===== config.mk =====
export PLATFORM = sky130hd
export DESIGN_NAME = uart_console_ctrl
export DESIGN_NICKNAME = d
export VERILOG_FILES = /design/src/rtl/uart_console_ctrl.sv
export SDC_FILE = /design/constraint.sdc
export NUM_CORES = 1
export LEC_CHECK = 0
export BUFFER_PORTS_ARGS = -buffer_cell sky130_fd_sc_hd__buf_2
export CORE_UTILIZATION = 56
export CTS_CLUSTER_DIAMETER = 150
export CTS_CLUSTER_SIZE = 14
export DETAILED_ROUTE_END_ITERATION = 6
export GPL_ROUTABILITY_DRIVEN = 0
export PLACE_DENSITY = 0.95
export SETUP_SLACK_MARGIN = 0.1
export SKIP_CTS_REPAIR_TIMING = 1
export SYNTH_ARGS = -nofsm -noshare
export SYNTH_HDL_FRONTEND = slang
export SYNTH_SLANG_ARGS = --single-unit

===== constraint.sdc =====
create_clock -name clk -period 5.89 [get_ports clk]
set_input_delay 0.2945 -clock clk [delete_from_list [all_inputs] [get_ports clk]]
set_output_delay 0.2945 -clock clk [all_outputs]
set_load 0.05 [all_outputs]

===== src/rtl/uart_console_ctrl.sv =====
// uart_console_ctrl: bus master for the iob_uart native register interface.
// It initialises the UART after reset and then shuttles bytes between the
// UART and a console: received bytes go into a small RX FIFO, and console
// bytes are written to TXDATA. RX and TX service alternate round-robin, and
// only one bus transaction is outstanding at any time.
// Optional feature macro: UART_CTRL_TIMEOUT_EN adds a bus watchdog. On a
// timeout it sets the sticky err flag and restarts the init sequence.
module uart_console_ctrl #(
    parameter int              DATA_W      = 32,
    parameter int              ADDR_W      = 3,
    parameter logic [15:0]     DIV_VAL     = 16'd87,
    parameter int              RXF_DEPTH   = 4,
    parameter logic [ADDR_W-1:0] A_SOFTRESET = ADDR_W'(0),
    parameter logic [ADDR_W-1:0] A_DIV       = ADDR_W'(1),
    parameter logic [ADDR_W-1:0] A_TXDATA    = ADDR_W'(2),
    parameter logic [ADDR_W-1:0] A_TXEN      = ADDR_W'(3),
    parameter logic [ADDR_W-1:0] A_TXREADY   = ADDR_W'(4),
    parameter logic [ADDR_W-1:0] A_RXDATA    = ADDR_W'(5),
    parameter logic [ADDR_W-1:0] A_RXEN      = ADDR_W'(6),
    parameter logic [ADDR_W-1:0] A_RXREADY   = ADDR_W'(7),
    parameter int              TIMEOUT     = 1024
) (
    input  logic              clk,
    input  logic              rst_n,
    output logic              uart_valid,
    output logic [ADDR_W-1:0] uart_addr,
    output logic [DATA_W-1:0] uart_wdata,
    output logic [3:0]        uart_wstrb,
    input  logic [DATA_W-1:0] uart_rdata,
    input  logic              uart_ready,
    input  logic              tx_valid,
    input  logic [7:0]        tx_data,
    output logic              tx_ready,
    output logic              rx_valid,
    output logic [7:0]        rx_data,
    input  logic              rx_ready,
    output logic              init_done,
    output logic              err
);

    localparam int PTR_W = $clog2(RXF_DEPTH);
    localparam int CNT_W = PTR_W + 1;
    localparam logic RR_RX = 1'b0;
    localparam logic RR_TX = 1'b1;
    localparam logic [DATA_W-1:0] ONE_W  = DATA_W'(1);
    localparam logic [DATA_W-1:0] DIV_W  = DATA_W'(DIV_VAL);

    typedef enum logic [3:0] {
        I_SRST, I_SRSTC, I_DIV, I_TXEN, I_RXEN,
        IDLE, P_RX, R_RX, P_TX, W_TX
    } state_t;

    state_t            state_r, state_n;
    logic              valid_r, valid_n;
    logic [ADDR_W-1:0] addr_r, addr_n;
    logic [DATA_W-1:0] wdata_r, wdata_n;
    logic [3:0]        wstrb_r, wstrb_n;
    logic              rr_r, rr_n;
    logic              init_done_r, init_done_n;
    logic [7:0]        tx_hold_r, tx_hold_n;

    logic [ADDR_W-1:0] req_addr_s;
    logic [DATA_W-1:0] req_wdata_s;
    logic [3:0]        req_wstrb_s;

    logic [7:0]        mem_r [RXF_DEPTH];
    logic [PTR_W-1:0]  wr_ptr_r, rd_ptr_r;
    logic [CNT_W-1:0]  count_r;
    logic              push_s, pop_s, rx_elig_s, tx_elig_s;
    logic              timeout_s;
    logic              unused_rdata_s;

    assign unused_rdata_s = ^uart_rdata[DATA_W-1:8];

    assign rx_elig_s = (count_r != CNT_W'(RXF_DEPTH));
    assign tx_elig_s = tx_valid;
    assign pop_s     = rx_ready && (count_r != CNT_W'(0));

    assign uart_valid = valid_r;
    assign uart_addr  = addr_r;
    assign uart_wdata = wdata_r;
    assign uart_wstrb = wstrb_r;
    assign init_done  = init_done_r;
    assign rx_valid   = (count_r != CNT_W'(0));
    assign rx_data    = mem_r[rd_ptr_r];
    // The console sees the accept pulse in the same cycle the TXDATA write is acknowledged.
    assign tx_ready   = (state_r == W_TX) && valid_r && uart_ready;

`ifdef UART_CTRL_TIMEOUT_EN
    localparam int TO_W = $clog2(TIMEOUT) + 1;
    logic [TO_W-1:0] to_cnt_r;
    logic            err_r;

    assign timeout_s = valid_r && !uart_ready && (to_cnt_r == TO_W'(TIMEOUT - 1));
    assign err       = err_r;

    // Watchdog: count cycles of an outstanding request, latch a sticky error on expiry.
    always_ff @(posedge clk or negedge rst_n) begin
        if (!rst_n) begin
            to_cnt_r <= TO_W'(0);
            err_r    <= 1'b0;
        end else begin
            if (valid_r) begin
                to_cnt_r <= to_cnt_r + TO_W'(1);
            end else begin
                to_cnt_r <= TO_W'(0);
            end
            err_r <= err_r | timeout_s;
        end
    end
`else
    localparam int unused_timeout = TIMEOUT;
    assign timeout_s = 1'b0;
    assign err       = 1'b0;
`endif

    // Request contents for the bus transaction that belongs to each state.
    always_comb begin
        req_addr_s  = A_SOFTRESET;
        req_wdata_s = '0;
        req_wstrb_s = 4'b0000;
        case (state_r)
            I_SRST:  begin req_addr_s = A_SOFTRESET; req_wdata_s = ONE_W; req_wstrb_s = 4'b0001; end
            I_SRSTC: begin req_addr_s = A_SOFTRESET; req_wdata_s = '0;    req_wstrb_s = 4'b0001; end
            I_DIV:   begin req_addr_s = A_DIV;       req_wdata_s = DIV_W; req_wstrb_s = 4'b0011; end
            I_TXEN:  begin req_addr_s = A_TXEN;      req_wdata_s = ONE_W; req_wstrb_s = 4'b0001; end
            I_RXEN:  begin req_addr_s = A_RXEN;      req_wdata_s = ONE_W; req_wstrb_s = 4'b0001; end
            P_RX:    begin req_addr_s = A_RXREADY; end
            R_RX:    begin req_addr_s = A_RXDATA; end
            P_TX:    begin req_addr_s = A_TXREADY; end
            W_TX:    begin req_addr_s = A_TXDATA; req_wdata_s = DATA_W'(tx_hold_r); req_wstrb_s = 4'b0001; end
            default: begin req_addr_s = A_SOFTRESET; end
        endcase
    end

    // Next-state logic: issue one request per bus state, advance on its acknowledge.
    always_comb begin
        state_n     = state_r;
        valid_n     = valid_r;
        addr_n      = addr_r;
        wdata_n     = wdata_r;
        wstrb_n     = wstrb_r;
        rr_n        = rr_r;
        init_done_n = init_done_r;
        tx_hold_n   = tx_hold_r;
        push_s      = 1'b0;
        if (timeout_s) begin
            valid_n     = 1'b0;
            init_done_n = 1'b0;
            state_n     = I_SRST;
        end else if (state_r == IDLE) begin
            if (rx_elig_s && ((rr_r == RR_RX) || !tx_elig_s)) begin
                state_n = P_RX;
            end else if (tx_elig_s) begin
                state_n   = P_TX;
                tx_hold_n = tx_data;
            end else begin
                state_n = IDLE;
            end
        end else if (!valid_r) begin
            // Entering a bus state always leaves valid low for one cycle first,
            // which guarantees the idle gap between transactions.
            valid_n = 1'b1;
            addr_n  = req_addr_s;
            wdata_n = req_wdata_s;
            wstrb_n = req_wstrb_s;
        end else if (uart_ready) begin
            valid_n = 1'b0;
            case (state_r)
                I_SRST:  state_n = I_SRSTC;
                I_SRSTC: state_n = I_DIV;
                I_DIV:   state_n = I_TXEN;
                I_TXEN:  state_n = I_RXEN;
                I_RXEN:  begin state_n = IDLE; init_done_n = 1'b1; end
                P_RX:    begin rr_n = RR_TX; state_n = uart_rdata[0] ? R_RX : IDLE; end
                R_RX:    begin push_s = 1'b1; state_n = IDLE; end
                P_TX:    begin rr_n = RR_RX; state_n = uart_rdata[0] ? W_TX : IDLE; end
                W_TX:    state_n = IDLE;
                default: state_n = I_SRST;
            endcase
        end else begin
            state_n = state_r;
        end
    end

    // Controller state and registered bus outputs.
    always_ff @(posedge clk or negedge rst_n) begin
        if (!rst_n) begin
            state_r     <= I_SRST;
            valid_r     <= 1'b0;
            addr_r      <= '0;
            wdata_r     <= '0;
            wstrb_r     <= 4'b0000;
            rr_r        <= RR_RX;
            init_done_r <= 1'b0;
            tx_hold_r   <= 8'h00;
        end else begin
            state_r     <= state_n;
            valid_r     <= valid_n;
            addr_r      <= addr_n;
            wdata_r     <= wdata_n;
            wstrb_r     <= wstrb_n;
            rr_r        <= rr_n;
            init_done_r <= init_done_n;
            tx_hold_r   <= tx_hold_n;
        end
    end

    // RX FIFO: push on RXDATA acknowledge, pop on console request; pointers wrap.
    always_ff @(posedge clk or negedge rst_n) begin
        if (!rst_n) begin
            for (int i = 0; i < RXF_DEPTH; i++) begin
                mem_r[i] <= 8'h00;
            end
            wr_ptr_r <= PTR_W'(0);
            rd_ptr_r <= PTR_W'(0);
            count_r  <= CNT_W'(0);
        end else begin
            if (push_s) begin
                mem_r[wr_ptr_r] <= uart_rdata[7:0];
                wr_ptr_r        <= wr_ptr_r + PTR_W'(1);
            end
            if (pop_s) begin
                rd_ptr_r <= rd_ptr_r + PTR_W'(1);
            end
            case ({push_s, pop_s})
                2'b10:   count_r <= count_r + CNT_W'(1);
                2'b01:   count_r <= count_r - CNT_W'(1);
                default: count_r <= count_r;
            endcase
        end
    end

endmodule


==> summary.md, run 1 <==
### Timing
* **Worst Clk Skew** 6.50 ps
* **unrepaired setup endpoints after global routing** false
* **share of the cycle needed by the critical path after routing** 44.9%
* **Max Transition Viols Final** 0
* **Peak Freq** 378 MHz
* **final setup violating endpoints** 0
* **count of final hold-check violations** 0
* **crit path time final** 2650 ps
* **slew at the pin closest to its max-slew limit** 934 ps
* **worst relative slew slack** 37.4%
* **setup TNS** 0 ps

### Global route
* **Overall Global Routing Usage** 22.5%
* **maximum number of pins on one net before global-route repair** 68
* **via count of the first global-routing pass** 2233
* **first-pass GRT wire length** 10700 um
* **met3 global-route usage** 4.07%
* **global route hottest layer** met2
* **remaining global-route overflow** 0
* **GRT met2 Usage** 38.8%
* **number of antenna violations at the first check in global routing** 0
* **GR met1 Demand/Resource** 28.4%

### Pwr
* **leakage dissipation** 1.81 nW
* **maximum ir drop on the vdd rail** 372 uV
* **overall power consumption** 2.30 mW
* **Power Density** 618 nW/um^2

### Setup path
* **Worst Path Class, Setup** flip-flop to flip-flop
* **endpoint required time on the critical path** 6110 ps
* **family with the most delay on the worst path** simple AND/OR/NAND/NOR gates
* **crit-path cells** inv_1 -> nor4_4 -> inv_1 -> ha_1 -> inv_1 -> fa_1 -> xor2_1 -> nor2_1 -> xor2_1
* **Critical-path top delay cell** sky130_fd_sc_hd__dfrtp_1
* **depth of the worst register-to-register path** 9
* **CP max FO** 17
* **most repeated library cell on the critical path** sky130_fd_sc_hd__inv_1
* **critical path arrival** 2860 ps
* **logic depth of the worst path, buffers included** 9
* **buffers plus inverters on the worst setup path** 3
* **Critical Path End Type** flip-flop
* **CP startpoint kind** flip-flop
* **delay of the slowest critical-path stage** 680 ps

### Logic synthesis
* **Post-Syn Instances** 273
* **Syn Std Cell Area** 3280 um^2
* **total number of yosys warnings** 0
* **sequential fraction of the synthesis area** 51.1%
* **register bit total from synthesis** 67
* **Avg Synthesized Cell Area** 12.0 um^2
* **count of different cell masters after synthesis** 41

### Min path
* **type of the most critical hold path** input port to asynchronous set/reset pin

### Die
* **Die X** 78.6 um
* **count of boundary I/O pins** 97
* **Die Outline Area** 6170 um^2
* **Placeable Area** 5570 um^2
* **FP Rows** 27
* **die extent in y** 78.6 um
* **starting density of the core** 58.9%

### Status
* **run status** finished, final reports clean

### Cells and area
* **P&R area growth vs syn** 13.3%
* **share of final-layout standard cells stronger than drive strength 1** 35.2%
* **Antenna diodes** 0
* **net count of the finished layout** 373
* **# fillers** 425

### Placed design
* **Port Buffer Count** 45
* **final HPWL from detailed placement** 4310 um

### Drt
* **total detailed-routing wirelength** 6220 um
* **detailed-route vias per instance** 5.43
* **routed length per placed instance** 15.6 um
* **vias** 2166
* **Detail Route Antenna Nets** 0
* **drt drc** 0
* **starting DRC count in detailed routing** 136
* **First-pass DRT Iterations** 4

### Clock tree
* **post-CTS clock slew at the launch and capture registers of the worst setup and hold paths** 70 ps
* **CTS Buffer Depth** 2
* **total clock buffers created by CTS** 9
* **CTS tree** built
* **Max H-tree Level** 3
* **CTS root buffer** sky130_fd_sc_hd__clkbuf_8
* **latest clock arrival within the worst-skew pair** 330 ps
* **number of sinks handled by clock tree synthesis** 67

### Run
* **max-cap violation count** 0

[cell families (layout without fill, tap and decap cells)]
kind of cell / count (synthesis) / count (layout) / synth area share (%)
xor gates and xnor gates: 6 / 6 / 1.60
buffers and inverters: 43 / 71 / 8.04
and+or+nand+nor: 66 / 66 / 10.3
other: 1 / 27 / 0.114
muxes: 50 / 50 / 19.9
AOI/OAI and AO/OA: 34 / 34 / 6.48
DFF: 67 / 67 / 51.1
adders and majority gates: 6 / 6 / 2.52
[report_power, final]
group	switching (mW)	internal, mW	leakage, nW
clock	0.169	0.292	0.123
sequential	0.193	0.666	0.846
combinational	0.613	0.365	0.846
[cell usage after synthesis (all sizes together)]
cell | instances | area [um^2]
ha | 5 | 62.6
mux2 | 41 | 462
o22ai | 1 | 6.26
inv | 8 | 30.0
a21o | 1 | 7.51
nor2 | 13 | 48.8
o21bai | 1 | 7.51
or3 | 1 | 6.26
dfrtp | 67 | 1680
a221o | 2 | 20.0
mux4 | 8 | 180
nand2b | 6 | 37.5
o32a | 1 | 10.0
conb | 1 | 3.75
a22oi | 1 | 7.51
nor4bb | 1 | 10.0
o21ai | 10 | 50.1
mux2i | 1 | 10.0
o211ai | 1 | 7.51
nor2b | 5 | 31.3
xnor2 | 3 | 26.3
a21oi | 10 | 50.1
nand3 | 4 | 20.0
nor3b | 1 | 7.51
o32ai | 1 | 8.76
a211oi | 2 | 15.0
nand2 | 24 | 100
buf | 29 | 211
or2 | 1 | 6.26
fa | 1 | 20.0
clkbuf | 6 | 22.5
nor3 | 5 | 25.0
nor4 | 3 | 33.8
o31ai | 3 | 22.5
xor2 | 3 | 26.3
and2 | 2 | 12.5
[layer usage]
metal  up-vias  share of wire, %  routed length (um)
met2        80                52                3210
met1      1068                42                2610
li1       1004                 -                   -
met3        14               4.6                 285
met4         0               1.7                 107
met5         -                 0                   0
[worst paths after layout]
path / end / slack (ps) / from
worst max-delay path: count_r[2]$_DFFE_PN0P_ / 3240 / state_r[1]$_DFFE_PN0P_
worst min-delay path: mem_r[21]$_DFFE_PN0P_ / 150 / rst_n
worst max register to register: count_r[2]$_DFFE_PN0P_ / 3240 / state_r[1]$_DFFE_PN0P_
worst min register to register: init_done$_DFFE_PN0P_ / 460 / init_done$_DFFE_PN0P_
max in group asynchronous: tx_hold_r[3]$_DFFE_PN0P_ / 5200 / rst_n
min in group clk: tx_hold_r[7]$_DFFE_PN0P_ / 190 / tx_data[7]
[cell usage in the layout, fill, tap and decap left out, types with 2 or more instances in the layout]
cell type and n:
sky130_fd_sc_hd__dfrtp_1 67, sky130_fd_sc_hd__buf_2 45, sky130_fd_sc_hd__mux2_2 39, sky130_fd_sc_hd__conb_1 27
sky130_fd_sc_hd__nand2_1 20, sky130_fd_sc_hd__nor2_1 13, sky130_fd_sc_hd__o21ai_0 10, sky130_fd_sc_hd__a21oi_1 10
sky130_fd_sc_hd__clkbuf_8 10, sky130_fd_sc_hd__inv_1 8, sky130_fd_sc_hd__mux4_2 8, sky130_fd_sc_hd__nand2b_1 6
sky130_fd_sc_hd__nor2b_1 5, sky130_fd_sc_hd__nor3_1 5, sky130_fd_sc_hd__ha_1 5, sky130_fd_sc_hd__nand2_2 4
sky130_fd_sc_hd__nand3_1 4, sky130_fd_sc_hd__o31ai_1 3, sky130_fd_sc_hd__xnor2_1 3, sky130_fd_sc_hd__xor2_1 3
sky130_fd_sc_hd__bufinv_16 3, sky130_fd_sc_hd__and2_1 2, sky130_fd_sc_hd__nor4_1 2, sky130_fd_sc_hd__a211oi_1 2
sky130_fd_sc_hd__a221o_1 2, sky130_fd_sc_hd__mux2_1 2, sky130_fd_sc_hd__clkinv_2 2, sky130_fd_sc_hd__buf_4 2
[stage by stage]
step	worst slack, ps	hold slack (ps)	instances	util, %	instance area [um^2]
2_1_floorplan	3070	-1.09	299	-	3380
3_3_place_gp	3420	443	383	62.4	3480
3_5_place_dp	3330	449	383	62.4	3480
4_1_cts	3290	171	399	66.7	3720
5_1_grt	3060	178	399	66.7	3720
6_report	3240	150	399	66.7	3720
[final cells by class]
type	instances	area, um^2	share of cell area, %
clock inverters	5	100	2.69
inverters	8	30.0	0.808
well taps	72	90.1	2.42
flip-flops and latches	67	1680	45.1
clock buffers	11	141	3.80
multi-input cells	189	1440	38.7
repair buffers	47	240	6.46
[registers in the layout (all words and copies together), names as in the netlist]
signal      count
count_r         3
rr_r            1
wr_ptr_r        2
uart_wstrb      2
tx_hold_r       8
uart_valid      1
state_r         4
rd_ptr_r        2
init_done       1
uart_addr       3
uart_wdata      8
mem_r          32
Note: power is estimated with default switching activity, not from simulation.
==> run 2: changes to the inputs <==
- CORE_UTILIZATION: 56 -> 47
- PLACE_DENSITY: 0.95 -> 0.86
- clock period: 5.89 -> 2.4 ns (I/O delays scaled with it)
==> summary.md, run 2 (synthesized netlist as in run 1, its figures left out) <==
### Status
* **run status** finished, final reports clean

### Global route
* **GRT met2 Usage** 31.7%
* **via count of the first global-routing pass** 2177
* **number of antenna violations at the first check in global routing** 0
* **Overall Global Routing Usage** 18.4%
* **first-pass GRT wire length** 10200 um
* **maximum number of pins on one net before global-route repair** 26
* **GR met1 Demand/Resource** 21.9%
* **global route hottest layer** met2
* **met3 global-route usage** 6.16%
* **remaining global-route overflow** 0

### Placed design
* **Port Buffer Count** 45
* **placed cell areas** 3550 um^2
* **final HPWL from detailed placement** 4280 um
* **total instance count after detailed placement** 399
* **Setup Slack @ Placement** 449 ps

### Timing
* **final worst slack** 372 ps
* **slew at the pin closest to its max-slew limit** 987 ps
* **worst relative slew slack** 33.9%
* **unrepaired setup endpoints after global routing** false
* **Worst Clk Skew** 9.19 ps
* **Max Transition Viols Final** 0
* **crit path time final** 2030 ps
* **share of the cycle needed by the critical path after routing** 84.5%
* **Worst Hold Margin** 0.732 ps
* **count of final hold-check violations** 0
* **final setup violating endpoints** 0
* **Peak Freq** 493 MHz
* **setup TNS** 0 ps

### Cells and area
* **Antenna diodes** 0
* **utilization after layout** 56.6%
* **share of final-layout standard cells stronger than drive strength 1** 36.8%
* **combined flip-flop and latch cell area** 1680 um^2
* **largest reg by FF count** mem_r
* **area of the multi-input gates** 1450 um^2
* **final instance area** 3830 um^2
* **P&R area growth vs syn** 16.5%
* **commonest cells after routing, fill and taps aside** sky130_fd_sc_hd__dfrtp_1 (66), sky130_fd_sc_hd__buf_2 (45), sky130_fd_sc_hd__mux2_2 (39)
* **net count of the finished layout** 388
* **# fillers** 568
* **Largest register FFs** 32
* **most common cell after layout, fill and taps aside** sky130_fd_sc_hd__dfrtp_1
* **non-filler cells, final** 422

### Die
* **count of boundary I/O pins** 97
* **FP Rows** 30
* **Placeable Area** 6760 um^2
* **Die X** 85.6 um
* **Die Outline Area** 7320 um^2
* **die extent in y** 85.6 um
* **starting density of the core** 48.6%

### Pwr
* **fraction of power consumed by combinational cells** 46.4%
* **overall power consumption** 5.53 mW
* **Clk network pwr share** 17.3%
* **Power Density** 1450 nW/um^2
* **leakage dissipation** 1.86 nW
* **Sw Ratio** 44.0%
* **switching power summed over all nets** 2.43 mW
* **Seq pwr share** 36.3%
* **maximum ir drop on the vdd rail** 953 uV
* **Internal Pwr Total** 3.10 mW

### Clock tree
* **total clock buffers created by CTS** 9
* **latest clock arrival within the worst-skew pair** 350 ps
* **CTS tree** built
* **CTS root buffer** sky130_fd_sc_hd__clkbuf_8
* **CTS Buffer Depth** 2
* **post-CTS clock slew at the launch and capture registers of the worst setup and hold paths** 70 ps
* **Max H-tree Level** 3
* **number of sinks handled by clock tree synthesis** 67

### Setup path
* **r2r endpoint** tx_hold_r[2]$_DFFE_PN0P_
* **endpoint required time on the critical path** 2280 ps
* **Worst Path Class, Setup** flip-flop to output pin
* **critical path arrival** 1910 ps
* **r2r startpoint** state_r[1]$_DFFE_PN0P_
* **minimum setup slack among reg-to-reg paths** 450 ps
* **Worst Setup SP** rd_ptr_r[0]$_DFFE_PN0P_
* **CP startpoint kind** flip-flop
* **Critical Path End Type** output pin
* **worst setup path end** rx_data[2]
* **CP max FO** 10
* **depth of the worst register-to-register path** 4

### Drt
* **total detailed-routing wirelength** 6230 um
* **drt drc** 0
* **detailed-route vias per instance** 5.26
* **vias** 2219
* **Detail Route Antenna Nets** 0
* **routed length per placed instance** 14.8 um
* **First-pass DRT Iterations** 4
* **starting DRC count in detailed routing** 65

### Min path
* **type of the most critical hold path** input port to flip-flop

### Run
* **max-cap violation count** 0

run 2: changes by cell type in the layout (fill, tap and decap cells not counted), sizes merged:
cell,delta
buf,+8
dlygate4sd3,+7
bufinv,-2
clkinvlp,+2
clkbuf,-1
inv,+1
run 2: critical path, cell delays in order (launching register included):
cell                      delay [ps]
sky130_fd_sc_hd__dfrtp_1         740
sky130_fd_sc_hd__mux4_2          590
sky130_fd_sc_hd__buf_2           230
run 2: layer usage:
layer | share of wire [%] | routed length (um)
met1 | 42 | 2600
met5 | 0 | 0
met4 | 1.4 | 90
met3 | 6.7 | 415
met2 | 50 | 3120
run 2: layout make-up:
type	count	share of cell area [%]
Multi-Input combinational cell	189	37.8
Clock inverter	6	1.67
Timing Repair Buffer	62	9.68
Tap cell	80	2.62
Sequential cell	67	43.9
Inverter	8	0.785
Clock buffer	10	3.60
run 2: power by group through the flow:
stage	Combinational (mW)	Clock, mW	Sequential [mW]
after detailed placement	2.56	0	2.02
after global routing	2.77	1.03	2.08
after CTS	2.56	0.984	2.01
after floorplan	1.77	0	2.24
final	2.57	0.957	2.01
after global placement	2.48	0	1.98
run 2: worst min path at each step:
stage,start,to,cells past startpoint
final,tx_data[5],tx_hold_r[5]$_DFFE_PN0P_,2
after global routing,tx_data[4],tx_hold_r[4]$_DFFE_PN0P_,2
after CTS,rst_n,uart_wdata[4]$_DFFE_PN0P_,1
after detailed placement,rst_n,tx_hold_r[2]$_DFFE_PN0P_,1
after global placement,rst_n,tx_hold_r[2]$_DFFE_PN0P_,1
after floorplan,rst_n,count_r[0]$_DFFE_PN0P_,0
